`config.mk`:
```
export PLATFORM = sky130hd
export DESIGN_NAME = mmio_parallel_port
export DESIGN_NICKNAME = d
export VERILOG_FILES = /design/src/rtl/mmio_pkg.sv /design/src/rtl/sync_2ff.sv /design/src/rtl/mmio_parallel_port.sv
export SDC_FILE = /design/constraint.sdc
export NUM_CORES = 1
export LEC_CHECK = 0
export CAP_MARGIN = 30
export CORE_ASPECT_RATIO = 0.6
export CORE_UTILIZATION = 43
export DETAILED_ROUTE_END_ITERATION = 8
export GPL_ROUTABILITY_DRIVEN = 0
export PLACE_DENSITY = 0.88
export SLEW_MARGIN = 30
export SYNTH_ARGS = -nofsm -noshare
export SYNTH_HDL_FRONTEND = slang
export SYNTH_SLANG_ARGS = --single-unit
```
`constraint.sdc`:
```
create_clock -name clk -period 2.5 [get_ports clk]
set_input_delay 0.5 -clock clk [delete_from_list [all_inputs] [get_ports clk]]
set_output_delay 0.5 -clock clk [all_outputs]
set_load 0.02 [all_outputs]
```
`src/rtl/mmio_pkg.sv`:
```
// mmio_pkg: shared constants and helpers for the MMIO parallel port.
//   DEFAULT_BASE_ADDR : default first address of the I/O window
//   OFS_OUT           : offset of output register 0 within the window
//   OFS_IN()          : offset of input channel 0 (follows the outputs)
//   OFS_STATUS()      : offset of the change-status register (last slot)
//   win_size()        : number of addresses decoded by the window
package mmio_pkg;

  localparam logic [7:0] DEFAULT_BASE_ADDR = 8'hF8;
  localparam int         OFS_OUT           = 0;

  function automatic int OFS_IN(input int n_out);
    return OFS_OUT + n_out;
  endfunction

  function automatic int OFS_STATUS(input int n_out, input int n_in);
    return OFS_OUT + n_out + n_in;
  endfunction

  function automatic int win_size(input int n_out, input int n_in);
    return n_out + n_in + 1;
  endfunction

endpackage

```
`src/rtl/sync_2ff.sv`:
```
// sync_2ff: W-bit two-flop synchroniser for asynchronous board inputs.
//   clk  : sampling clock
//   rst  : asynchronous active-low reset, clears both stages
//   d_i  : asynchronous input
//   q_o  : synchronised output (two clk edges after d_i)
module sync_2ff #(
  parameter int W = 8
) (
  input  logic         clk,
  input  logic         rst,
  input  logic [W-1:0] d_i,
  output logic [W-1:0] q_o
);

  logic [W-1:0] s1_q, s2_q;

  always_ff @(posedge clk or negedge rst) begin
    if (!rst) begin
      s1_q <= '0;
      s2_q <= '0;
    end else begin
      s1_q <= d_i;
      s2_q <= s1_q;
    end
  end

  assign q_o = s2_q;

endmodule

```
`src/rtl/mmio_parallel_port.sv`:
```
// mmio_parallel_port: memory-mapped bank of N_OUT output registers, N_IN
// synchronised input channels and a read-to-clear change-status register.
//   clk, rst     : CPU clock, asynchronous active-low reset
//   addr         : data address (ALU result)
//   wdata, we    : store data and strobe
//   re           : load strobe (clears STATUS when it is the address)
//   mem_rdata    : RAM read data, passed through outside the window
//   rdata, hit   : combinational load data and window decode
//   din          : asynchronous inputs, channel k at din[k*DATA_W +: DATA_W]
//   dout         : registered outputs, out_stb: one-cycle write pulse each
// Build option MMIO_CHANGE_FLAGS_EN: when defined, each input keeps a history
// register and a sticky change flag readable at STATUS. When undefined STATUS
// reads 0 and reading it has no side effect; the window size is unchanged.
module mmio_parallel_port
  import mmio_pkg::*;
#(
  parameter int                DATA_W    = 8,
  parameter int                ADDR_W    = 8,
  parameter int                N_OUT     = 2,
  parameter int                N_IN      = 2,
  parameter logic [ADDR_W-1:0] BASE_ADDR = ADDR_W'(DEFAULT_BASE_ADDR)
) (
  input  logic                     clk,
  input  logic                     rst,
  input  logic [ADDR_W-1:0]        addr,
  input  logic [DATA_W-1:0]        wdata,
  input  logic                     we,
  input  logic                     re,
  input  logic [DATA_W-1:0]        mem_rdata,
  output logic [DATA_W-1:0]        rdata,
  output logic                     hit,
  input  logic [N_IN*DATA_W-1:0]   din,
  output logic [N_OUT*DATA_W-1:0]  dout,
  output logic [N_OUT-1:0]         out_stb
);

  localparam logic [ADDR_W-1:0] LAST_OFS = ADDR_W'(win_size(N_OUT, N_IN) - 1);
  localparam logic [ADDR_W-1:0] STAT_OFS = ADDR_W'(OFS_STATUS(N_OUT, N_IN));

  // Offset is only meaningful under hit, where addr >= BASE_ADDR, so the
  // subtraction never wraps.
  logic [ADDR_W-1:0] ofs;
  assign ofs = addr - BASE_ADDR;
  assign hit = (addr >= BASE_ADDR) && (ofs <= LAST_OFS);

  // ---------------- output registers ----------------
  logic [N_OUT-1:0][DATA_W-1:0] dout_q, dout_d;
  logic [N_OUT-1:0]             stb_q, stb_d;

  always_comb begin
    dout_d = dout_q;
    stb_d  = '0;
    if (we && hit) begin
      for (int k = 0; k < N_OUT; k++) begin
        if (ofs == ADDR_W'(OFS_OUT + k)) begin
          dout_d[k] = wdata;
          stb_d[k]  = 1'b1;
        end
      end
    end
  end

  always_ff @(posedge clk or negedge rst) begin
    if (!rst) begin
      dout_q <= '0;
      stb_q  <= '0;
    end else begin
      dout_q <= dout_d;
      stb_q  <= stb_d;
    end
  end

  assign dout    = dout_q;
  assign out_stb = stb_q;

  // ---------------- input synchronisers ----------------
  logic [N_IN-1:0][DATA_W-1:0] s2;

  for (genvar j = 0; j < N_IN; j++) begin : g_in
    sync_2ff #(.W(DATA_W)) u_sync (
      .clk (clk),
      .rst (rst),
      .d_i (din[j*DATA_W +: DATA_W]),
      .q_o (s2[j])
    );
  end

  // ---------------- change flags / STATUS ----------------
  logic [DATA_W-1:0] status;

`ifdef MMIO_CHANGE_FLAGS_EN
  logic [N_IN-1:0][DATA_W-1:0] prev_q;
  logic [N_IN-1:0]             flag_q, flag_d, chg;
  logic                        clr;

  assign clr = re && hit && (ofs == STAT_OFS);

  always_comb begin
    for (int j = 0; j < N_IN; j++) chg[j] = (s2[j] != prev_q[j]);
  end

  // A change detected on the clearing edge survives the clear.
  assign flag_d = chg | (flag_q & {N_IN{~clr}});

  always_ff @(posedge clk or negedge rst) begin
    if (!rst) begin
      prev_q <= '0;
      flag_q <= '0;
    end else begin
      prev_q <= s2;
      flag_q <= flag_d;
    end
  end

  assign status = DATA_W'(flag_q);
`else
  logic unused_re;
  assign unused_re = re;
  assign status    = '0;
`endif

  // ---------------- read mux ----------------
  always_comb begin
    rdata = mem_rdata;
    if (hit) begin
      rdata = status;
      for (int k = 0; k < N_OUT; k++)
        if (ofs == ADDR_W'(OFS_OUT + k)) rdata = dout_q[k];
      for (int j = 0; j < N_IN; j++)
        if (ofs == ADDR_W'(OFS_IN(N_OUT) + j)) rdata = s2[j];
      if (ofs == STAT_OFS) rdata = status;
    end
  end

endmodule

```
==> Word-level counts from Yosys, hierarchy flattened <==
Index checks and enable logic that the tools add are counted.
{ "totals": {"ff_bits": 50, "in_bits": 44, "output_inout_bits": 27, "wordCells": 28} }
{ "op_classes": {"addsub": 1, "order_cmp": 2, "eq_ne": 4, "n_mux": 9, "reduce_logical": 5} }
{ "ops": {"columns": ["cell", "count"], "rows": [
  ["$mux W8", 6],
  ["$eq A8 B2 Y1 const B", 2],
  ["$eq A8 B1 Y1 const B", 1],
  ["$eq A8 B3 Y1 const B", 1],
  ["$ge A8 B8 Y1 const B", 1],
  ["$le A8 B3 Y1 const B", 1],
  ["$logic_not A8 Y1", 1],
  ["$sub A8 B8 Y8 const B", 1],
  ["$reduce_and A2 Y1", 2],
  ["$logic_and A1 B1 Y1", 2],
  ["$mux W1", 2],
  ["$mux W2", 1]
]} }

==> Longest topological paths before layout <==
Gate-level depths: netlist of the first run.
{ "logic_depth": {"depth_word": 8, "mapped_depth": 4, "depth_no_buf": 4} }

==> Hierarchy <==
A second synthesis of the first run with hierarchy kept.
{ "unflattened": {"cells_unflattened": 97, "hier_area_um2": 1823.0} }
{ "by_module_without_submodules": {"columns": ["module", "instances", "cells_per_inst", "area_per_inst_um2", "seq_area_each_um2"], "rows": [
  ["mmio_parallel_port", 1, 65, 1022.2, 450.4],
  ["sync_2ff", 2, 16, 400.4, 400.4]
]} }

==> Worst setup path before layout of the first run <==
No wires, ideal clock.
{ "synth_path": {"path_kind": "input-to-output", "from": "in addr[3]", "to": "out rdata[0]", "t_arrival_ns": 1.884, "required_ns": 2.000, "setup_slack_ns": 0.116, "path_stages": 4, "cell_sequence": "ha_1 nand4b_2 nor3_1 a22o_1"} }
{ "synth_between": {"elab_chain_len": 8} }
{ "synth_lines": {"columns": ["element", "line", "source"], "rows": [
  ["start, declared", "mmio_parallel_port.sv:25", "input logic [ADDR_W-1:0] addr,"],
  ["$sub A8 B8 Y8", "mmio_parallel_port.sv:43", "assign ofs = addr - BASE_ADDR;"],
  ["$logic_not A8 Y1", "mmio_parallel_port.sv:128", "if (ofs == ADDR_W'(OFS_OUT + k)) rdata = dout_q[k];"],
  ["$mux W8 (2 in a row)", "mmio_parallel_port.sv:128", null],
  ["$mux W8 (2 in a row)", "mmio_parallel_port.sv:130", "if (ofs == ADDR_W'(OFS_IN(N_OUT) + j)) rdata = s2[j];"],
  ["$mux W8", "mmio_parallel_port.sv:131", "if (ofs == STAT_OFS) rdata = status;"],
  ["$mux W8 *", "mmio_parallel_port.sv:125", "if (hit) begin"],
  ["end, declared", "mmio_parallel_port.sv:30", "output logic [DATA_W-1:0] rdata,"]
]} }
Every way passes the cells marked *; elsewhere a longest branch is shown, timed or not.

==> Final worst setup path of the first run <==
{ "layout_path": {"from": "in addr[3]", "to": "out rdata[3]"} }
The elaborated chain is that of the path after synthesis.

==> results.sh, run 1 <==
export IMPL_synth_compound_area_share_pct=4.12
export IMPL_seq_power_share_pct=58.4
export IMPL_area_delta_synth_final_pct=53.5
export IMPL_nets=231
export IMPL_most_common_layout_cells="56 x clkdlybuf4s50_1, 50 x dfrtp_1, 15 x mux2_2"
export IMPL_rsz0062_at_grt="no"
export IMPL_grt_use_total_pct=19.4
export IMPL_drt_iter0_markers=28
export IMPL_dieArea_mm2=0.00451
export IMPL_synthArstFlopShare_pct=100
export IMPL_peakVddDrop_mv=0.405
export IMPL_synth_area_mux_share_pct=19.8
export IMPL_clk_latency_ns=0.29
export IMPL_synth_simple_area_share_pct=5.90
export IMPL_mostFrequentLayoutCell="clkdlybuf4s50_1"
export IMPL_clock_sinks=50
export IMPL_routed_wirelength_mm=4.17
export IMPL_power_frac_clock_pct=29.3
export IMPL_leakage_nw=1.26
export IMPL_max_freq_mhz=409
export IMPL_start_kind="primary input"
export IMPL_critPathRequiredTime_ns=2.00
export IMPL_synth_distinct_cells=18
export IMPL_synth_nets=142
export IMPL_io_pins=71
export IMPL_maxCapViolCount=0
export IMPL_finalMaxSlewViolations=0
export IMPL_drtAntennaViolNets=0
export IMPL_maxSlewHeadroom_pct=58.0
export IMPL_hpwl_mm=2.95
export IMPL_internal_power_mw=1.14
export IMPL_syn_avg_cell_area_um2=18.8
export IMPL_synth_fa_ha_area_share_pct=0.686
export IMPL_synth_top_family_by_area="multiplexers"
export IMPL_core_area_mm2=0.00385
export IMPL_cts_buffer_depth=2
export IMPL_yosysTopAreaCellShare_pct=68.6
export IMPL_synth_edf_count=0
export IMPL_outcome="finished clean"
export IMPL_synth_largest_area_cell="dfrtp_1"
export IMPL_numPlacedInstances=234
export IMPL_cellPowerDensity_mw_per_mm2=516
export IMPL_fillers=251
export IMPL_grt_overflow_total=0
export IMPL_fin_cells=243
export IMPL_worst_setup_path_end_kind="primary output"
export IMPL_syn_area_mm2=0.00182
export IMPL_path_clk_slew_ns=0.08
export IMPL_netSwitchingPower_uw=308
export IMPL_finalCritPeriodShare_pct=97.9
export IMPL_hold_viol=0
export IMPL_die_w_um=86.1
export IMPL_post_drt_wl_per_cell_um=17.2
export IMPL_first_pass_iters=4
export IMPL_cts_buffers=5
export IMPL_combPwrFrac_pct=12.2
export IMPL_crit_type="in -> out"
export IMPL_post_cts_buffers=0
export IMPL_tightest_slew_ns=0.629
export IMPL_ys_flop_type="dfrtp_1"
export IMPL_seq_area_frac_synth_pct=68.6
export IMPL_yosys_warnings=0
export IMPL_min_period_ns=2.45
export IMPL_synth_area_leaders="dfrtp_1 69%, mux4_2 9.9%, mux2_2 9.3%"
export IMPL_initial_core_util_pct=47.4
export IMPL_viasPerCell=4.88
export IMPL_synthCells=97
export IMPL_grt_max_degree=30
export IMPL_crit_arrival_ns=1.95
export IMPL_skew_ns=0.00105
export IMPL_hp_class="in -> async"
export IMPL_fp_dieH_um=52.4
export IMPL_fp_row_count=17
export IMPL_cp_max_fo=5
export IMPL_setup_viol=0
export IMPL_num_vias=1186
export IMPL_drc=0
export IMPL_ys_ff_latch=50
export IMPL_grt_first_pass_wirelength_mm=6.24
export IMPL_htreeDepth=2
export IMPL_sw_frac_of_total_pct=21.3
export IMPL_root_buffer="clkbuf_8"
export IMPL_port_buffers=69
export IMPL_cts_tree="done"
export IMPL_placed_cell_area_mm2=0.00269
export IMPL_final_layout_size_suffix_gt1_share_pct=32.3
export IMPL_grt_antenna_before_repair=0
export IMPL_stdcell_area_mm2=0.00280
export IMPL_grt_pass1_vias=1237
export IMPL_num_antenna_cells=0
export IMPL_synth_xor_area_share_pct=0
## layer usage
layer / wire length [um] / track usage, % / up-vias / part of all wire (%)
li1: - / - / 540 / -
met1: 1760 / 24.5 / 596 / 42
met2: 2070 / 33.6 / 47 / 50
met3: 321 / 5.83 / 3 / 7.7
met4: 17 / 4.17 / 0 / 0.41
met5: 0 / 0 / - / 0
## cells in the mapped netlist, types with 2 or more instances
| cell type | number |
|---|---|
| a22o_1 | 8 |
| mux2_2 | 15 |
| dfrtp_1 | 50 |
| mux4_2 | 8 |
| nor4_4 | 2 |
| nand3_1 | 2 |
## metrics by stage
step | utilization (%) | worst slack (ns) | hold WS, ns | setup TNS, ns | power (mW)
3_3_place_gp | 69.9 | -0.519 | 0.333 | -4.63 | 1.03
3_5_place_dp | 69.9 | -0.634 | 0.335 | -6.63 | 1.03
4_1_cts | 71.9 | 0.0437 | 0.236 | 0 | 1.45
5_1_grt | 72.7 | 0.00588 | 0.269 | 0 | 1.51
2_1_floorplan | - | 0.116 | 0.204 | 0 | 0.910
6_report | 72.7 | 0.0523 | 0.226 | 0 | 1.44
## area by class of cell
type                       count  area (um^2)  share of cell area (%)
timing repair buffer          84          815                    29.1
clock inverter                 1         7.51                   0.268
inverter                       1         3.75                   0.134
sequential                    50         1250                    44.7
multi-input combinational     44          578                    20.7
clock buffer                   6         72.6                    2.59
tap                           57         71.3                    2.55
## cell families after synthesis
logic type	Yosys count
multiplexers	24
AND/OR/NAND/NOR	10
AO/OA/AOI/OAI	9
flip-flops	50
buffers and inverters	3
adder cells (fa/ha/maj)	1
## worst max-delay path, stage by stage
cell             delay, ns
clkdlybuf4s15_1       0.25
ha_4                  0.28
and4b_1               0.25
nand3_2               0.12
buf_6                 0.16
a22o_1                0.23
buf_4                 0.15
## flip-flops by register name, indices dropped and copies added (netlist names)
| signal | count |
|---|---|
| dout | 16 |
| out_stb | 2 |
| g_in.u_sync.q_o | 16 |
| g_in.u_sync.s1_q | 16 |
## power by group through the flow
stage	sequential (mW)	combinational, mW	clock (mW)
4_1_cts	0.844	0.173	0.437
3_5_place_dp	0.861	0.173	0
2_1_floorplan	0.861	0.0498	0
3_3_place_gp	0.859	0.169	0
5_1_grt	0.847	0.187	0.471
6_report	0.844	0.176	0.424
## final timing paths
kind / from / to / slack (ns) / cells past startpoint
worst max-delay path: addr[3] / rdata[3] / 0.05 / 7
worst min register to register: g_in[1].u_sync.s1_q[5] / g_in[1].u_sync.q_o[5] / 0.35 / 0
worst min-delay path: rst / g_in[1].u_sync.s1_q[2] / 0.23 / 1
worst max register to register: dout[3] / dout[3] / 1.69 / 1
min in group clk: g_in[1].u_sync.s1_q[5] / g_in[1].u_sync.q_o[5] / 0.35 / 0
max in group asynchronous: rst / dout[3] / 1.56 / 2
## timing repair
action	in CTS	in global routing
hold buffers	0	0
setup endpoints to repair	9	9
gates cloned	1	1
pin swaps	1	2
gates resized for setup	38	6
(Power assumes the default switching activity.)
==> run 2, diff against run 1 <==
==> constraint.sdc (replaced) <==
create_clock -name clk -period 2.5 [get_ports clk]
set_input_delay 0.5 -clock clk [delete_from_list [all_inputs] [get_ports clk]]
set_output_delay 0.5 -clock clk [all_outputs]
set_load 0.01 [all_outputs]
==> results.sh, run 2 (same netlist as run 1, synthesis figures left out) <==
export IMPL_cp_top_family="buffers and inverters"
export IMPL_outcome="finished clean"
export IMPL_stdcell_area_mm2=0.00286
export IMPL_io_pins=71
export IMPL_num_vias=1242
export IMPL_routed_wirelength_mm=4.28
export IMPL_viasPerCell=4.99
export IMPL_cellPowerDensity_mw_per_mm2=543
export IMPL_clock_sinks=50
export IMPL_min_period_ns=2.43
export IMPL_drtAntennaViolNets=0
export IMPL_post_route_util_pct=74.2
export IMPL_hold_viol=0
export IMPL_r2r_setup_slack_ns=1.70
export IMPL_area_delta_synth_final_pct=56.7
export IMPL_sw_frac_of_total_pct=19.9
export IMPL_cts_tree="done"
export IMPL_critPathRequiredTime_ns=2.00
export IMPL_cts_buffer_depth=2
export IMPL_placed_cell_area_mm2=0.00270
export IMPL_crit_type="in -> out"
export IMPL_initial_core_util_pct=47.4
export IMPL_grt_antenna_before_repair=0
export IMPL_first_pass_iters=4
export IMPL_path_clk_slew_ns=0.08
export IMPL_max_freq_mhz=412
export IMPL_num_antenna_cells=0
export IMPL_final_layout_size_suffix_gt1_share_pct=33.9
export IMPL_maxSlewHeadroom_pct=59.6
export IMPL_cp_slowest_cell="ha_1"
export IMPL_internal_power_mw=1.24
export IMPL_peakVddDrop_mv=0.427
export IMPL_nets=236
export IMPL_start_kind="primary input"
export IMPL_grt_pass1_vias=1357
export IMPL_cp_common_cell="buf_4"
export IMPL_htreeDepth=2
export IMPL_rr_startpoint="dout[3]"
export IMPL_netSwitchingPower_uw=309
export IMPL_worst_setup_path_end_kind="primary output"
export IMPL_leakage_nw=1.31
export IMPL_timing_hold_ws_ns=0.291
export IMPL_cp_max_fo=2
export IMPL_numPlacedInstances=235
export IMPL_mostFrequentLayoutCell="clkdlybuf4s50_1"
export IMPL_dieArea_mm2=0.00451
export IMPL_fp_dieH_um=52.4
export IMPL_fin_cells=249
export IMPL_drc=0
export IMPL_cts_buffers=5
export IMPL_clk_latency_ns=0.29
export IMPL_grt_use_total_pct=21.2
export IMPL_setup_viol=0
export IMPL_core_area_mm2=0.00385
export IMPL_crit_arrival_ns=1.93
export IMPL_worstSetupStartpoint="addr[4]"
export IMPL_hp_class="in -> async"
export IMPL_die_w_um=86.1
export IMPL_grt_first_pass_wirelength_mm=6.73
export IMPL_seq_power_share_pct=54.5
export IMPL_combPwrFrac_pct=10.8
export IMPL_drt_iter0_markers=35
export IMPL_most_common_layout_cells="56 x clkdlybuf4s50_1, 50 x dfrtp_1, 15 x mux2_2"
export IMPL_cpPeakStageDelay_ns=0.29
export IMPL_cp_cell_sequence="clkdlybuf4s15_1, ha_1, nand4b_4, nor3_2, buf_4, buf_6, buf_4, a22o_1, buf_2"
export IMPL_tightest_slew_ns=0.606
export IMPL_hold_buffers=0
export IMPL_setup_tns_ns=0
export IMPL_skew_ns=0.000985
export IMPL_path_buf_inv=5
export IMPL_finalMaxSlewViolations=0
export IMPL_grt_max_degree=51
export IMPL_hpwl_mm=3.05
export IMPL_grt_overflow_total=0
export IMPL_fp_row_count=17
export IMPL_port_buffers=69
export IMPL_maxCapViolCount=0
export IMPL_root_buffer="clkbuf_8"
export IMPL_power_frac_clock_pct=34.7
export IMPL_rsz0062_at_grt="no"
export IMPL_post_drt_wl_per_cell_um=17.2
export IMPL_finalCritPeriodShare_pct=97.0
run 2: cell count changes in the layout (fill, tap and decap cells not counted):
cell and delta:
buf_4 +3, buf_2 +1, buf_6 +1, bufinv_16 +1, clkbuf_1 +1, clkbuf_2 +1, clkinvlp_4 -1, dlygate4sd2_1 -1
ha_1 +1, ha_4 -1, nand4b_2 -1, nand4b_4 +1, o21ai_0 -1, o21ai_1 +1
run 2: metal layers:
layer / wire length, um / vias to the layer above / global-route usage (%)
met4: 44 / 0 / 5.83
met3: 322 / 6 / 8.03
met1: 1820 / 623 / 25.4
met5: 0 / - / 0
li1: - / 560 / -
met2: 2090 / 53 / 36.6
run 2: final timing paths:
path                                          end  depth (start not counted)
hold / removal             g_in[1].u_sync.s1_q[4]                          2
setup reg to reg                          dout[3]                          1
max in group asynchronous              out_stb[0]                          2
min in group clk            g_in[0].u_sync.q_o[1]                          0
setup / recovery                         rdata[3]                          9
hold reg to reg             g_in[0].u_sync.q_o[1]                          0
run 2: power groups by stage:
stage | Combinational [mW] | Sequential [mW] | Clock, mW
global placement | 0.162 | 0.859 | 0
finish | 0.168 | 0.845 | 0.538
global route | 0.179 | 0.848 | 0.583
detailed placement | 0.167 | 0.861 | 0
CTS | 0.170 | 0.845 | 0.553
floorplan | 0.0444 | 0.859 | 0
run 2: what timing repair did:
item / CTS / global route
buffers inserted: 4 / 1
cloned: 1 / 0
setup endpoints to repair: 9 / 8
gates resized for setup: 41 / 5
pin swaps: 2 / 3
run 2: area by class of cell:
| cell class | instances | area [um^2] |
|---|---|---|
| clock buffer | 7 | 76.3 |
| clock inverter | 1 | 30.0 |
| fill | 253 | 993 |
| inverter | 1 | 3.75 |
| multi-input combinational | 44 | 574 |
| sequential | 50 | 1250 |
| tap | 57 | 71.3 |
| timing repair buffer | 89 | 850 |
run 2: per-stage QoR:
| step | power [mW] | setup WS (ns) |
|---|---|---|
| after floorplan | 0.903 | 0.182 |
| after global placement | 1.02 | -0.464 |
| after detailed placement | 1.03 | -0.553 |
| after CTS | 1.57 | 0.0364 |
| after global routing | 1.61 | 0.0124 |
| final | 1.55 | 0.0747 |
==> run 3, diff against run 2 <==
CORE_UTILIZATION = 30   (was 43)
PLACE_DENSITY = 0.68   (was 0.88)
==> results.sh, run 3 (same netlist as run 1, synthesis figures left out) <==
export IMPL_outcome="finished clean"
export IMPL_drt_iter0_markers=18
export IMPL_multi_input_area_um2=602
export IMPL_area_delta_synth_final_pct=62.3
export IMPL_drc=0
export IMPL_most_common_layout_cells="55 x clkdlybuf4s50_1, 50 x dfrtp_1, 18 x buf_4"
export IMPL_cp_max_fo=5
export IMPL_cpPeakStageDelay_ns=0.28
export IMPL_first_pass_iters=2
export IMPL_path_buf_inv=3
export IMPL_drtAntennaViolNets=0
export IMPL_finalCritPeriodShare_pct=99.5
export IMPL_port_buffers=69
export IMPL_worst_setup_path_end_kind="primary output"
export IMPL_cp_endpoint="rdata[1]"
export IMPL_internal_power_mw=1.24
export IMPL_cts_tree="done"
export IMPL_routed_wirelength_mm=4.56
export IMPL_hpwl_mm=3.24
export IMPL_r2r_end="dout[14]"
export IMPL_start_kind="primary input"
export IMPL_r2r_cells=1
export IMPL_grt_pass1_vias=1375
export IMPL_combPwrFrac_pct=11.2
export IMPL_maxSlewHeadroom_pct=63.8
export IMPL_viasPerCell=4.45
export IMPL_nets=240
export IMPL_r2r_setup_slack_ns=1.70
export IMPL_grt_use_total_pct=14.7
export IMPL_cts_buffer_depth=2
export IMPL_finalPower_mw=1.56
export IMPL_grt_first_pass_wirelength_mm=6.88
export IMPL_crit_type="in -> out"
export IMPL_num_antenna_cells=0
export IMPL_dieArea_mm2=0.00640
export IMPL_tightest_slew_ns=0.543
export IMPL_critPathRequiredTime_ns=2.00
export IMPL_cp_num_cells=7
export IMPL_netSwitchingPower_uw=317
export IMPL_path_clk_slew_ns=0.09
export IMPL_worstSetupStartpoint="addr[3]"
export IMPL_cts_buffers=5
export IMPL_cellPowerDensity_mw_per_mm2=527
export IMPL_peakVddDrop_mv=0.257
export IMPL_hp_class="in -> async"
export IMPL_hold_viol=0
export IMPL_max_freq_mhz=402
export IMPL_cp_top_family="buffers and inverters"
export IMPL_crit_arrival_ns=1.99
export IMPL_cp_slowest_cell="and4b_1"
export IMPL_setup_viol=0
export IMPL_core_area_mm2=0.00570
export IMPL_htreeDepth=2
export IMPL_post_route_util_pct=51.9
export IMPL_grt_max_degree=27
export IMPL_rr_startpoint="dout[14]"
export IMPL_root_buffer="clkbuf_8"
export IMPL_clk_latency_ns=0.28
export IMPL_seq_power_share_pct=54.1
export IMPL_grt_antenna_before_repair=0
export IMPL_skew_ns=0.00105
export IMPL_initial_core_util_pct=32.0
export IMPL_maxCapViolCount=0
export IMPL_final_layout_size_suffix_gt1_share_pct=37.2
export IMPL_finalMaxSlewViolations=0
export IMPL_mostFrequentLayoutCell="clkdlybuf4s50_1"
export IMPL_fp_row_count=21
export IMPL_num_vias=1229
export IMPL_register_area_mm2=0.00125
export IMPL_grt_overflow_total=0
export IMPL_hold_buffers=0
export IMPL_leakage_nw=1.35
export IMPL_min_period_ns=2.49
export IMPL_clock_sinks=50
export IMPL_cp_cell_sequence="clkdlybuf4s15_2, ha_4, and4b_1, nand3_2, buf_6, a22o_1, clkdlybuf4s15_1"
export IMPL_power_frac_clock_pct=34.6
export IMPL_io_pins=71
export IMPL_fillers=494
export IMPL_post_drt_wl_per_cell_um=16.5
export IMPL_sw_frac_of_total_pct=20.3
export IMPL_die_w_um=103
export IMPL_fp_dieH_um=62.4
-- run 3: changes by cell type in the layout (fill, tap and decap cells not counted), moves of 2 or more --
cell / change
clkbuf_1: -2
clkinv_2: +2
clkdlybuf4s15_2: +2
buf_4: +4
buf_2: -2
-- run 3: what timing repair did --
item	CTS	global route
gates cloned	1	1
endpoints found under the setup margin	9	8
pin swaps	3	3
setup buffers	8	0
resized for setup	35	11
-- run 3: how the worst min path moves through the flow --
stage,start,cells after the start,slack [ns],endpoint
floorplan,rst,0,0.20,dout[0]
global placement,g_in[0].u_sync.s1_q[1],0,0.33,g_in[0].u_sync.q_o[1]
detailed placement,g_in[0].u_sync.s1_q[1],0,0.33,g_in[0].u_sync.q_o[1]
CTS,rst,1,0.20,g_in[0].u_sync.s1_q[7]
global route,rst,1,0.22,g_in[1].u_sync.s1_q[5]
finish,rst,1,0.19,g_in[1].u_sync.s1_q[7]
-- run 3: per-layer routing --
metal  GRT usage, %  vias to the layer above  wire (um)
li1               -                      561          -
met1           19.4                      626       2020
met2           24.6                       42       2220
met3           4.14                        0        312
met4           2.14                        0          0
met5              0                        -          0
-- run 3: power by group through the flow --
stage	registers (mW)	clock network (mW)	logic [mW]
detailed placement	0.861	0	0.168
CTS	0.845	0.560	0.174
global route	0.848	0.595	0.188
floorplan	0.859	0	0.0444
global placement	0.859	0	0.164
finish	0.844	0.540	0.175
-- run 3: per-stage QoR --
stage | setup TNS, ns | cells | instance area, um^2 | setup WS, ns | hold slack [ns]
2_1_floorplan | 0 | 97 | 1820 | 0.182 | 0.204
3_3_place_gp | -4.30 | 258 | 2730 | -0.524 | 0.333
3_5_place_dp | -5.65 | 258 | 2730 | -0.581 | 0.335
4_1_cts | 0 | 275 | 2930 | 0.00895 | 0.197
5_1_grt | -0.0523 | 276 | 2960 | -0.0292 | 0.220
6_report | 0 | 276 | 2960 | 0.0121 | 0.188
-- run 3: final cells by class --
cell class / count / share of cell area [%]
Tap cell: 80 / 3.38
Timing Repair Buffer: 93 / 30.2
Inverter: 1 / 0.127
Sequential cell: 50 / 42.3
Clock inverter: 3 / 1.35
Clock buffer: 5 / 2.33
Multi-Input combinational cell: 44 / 20.3
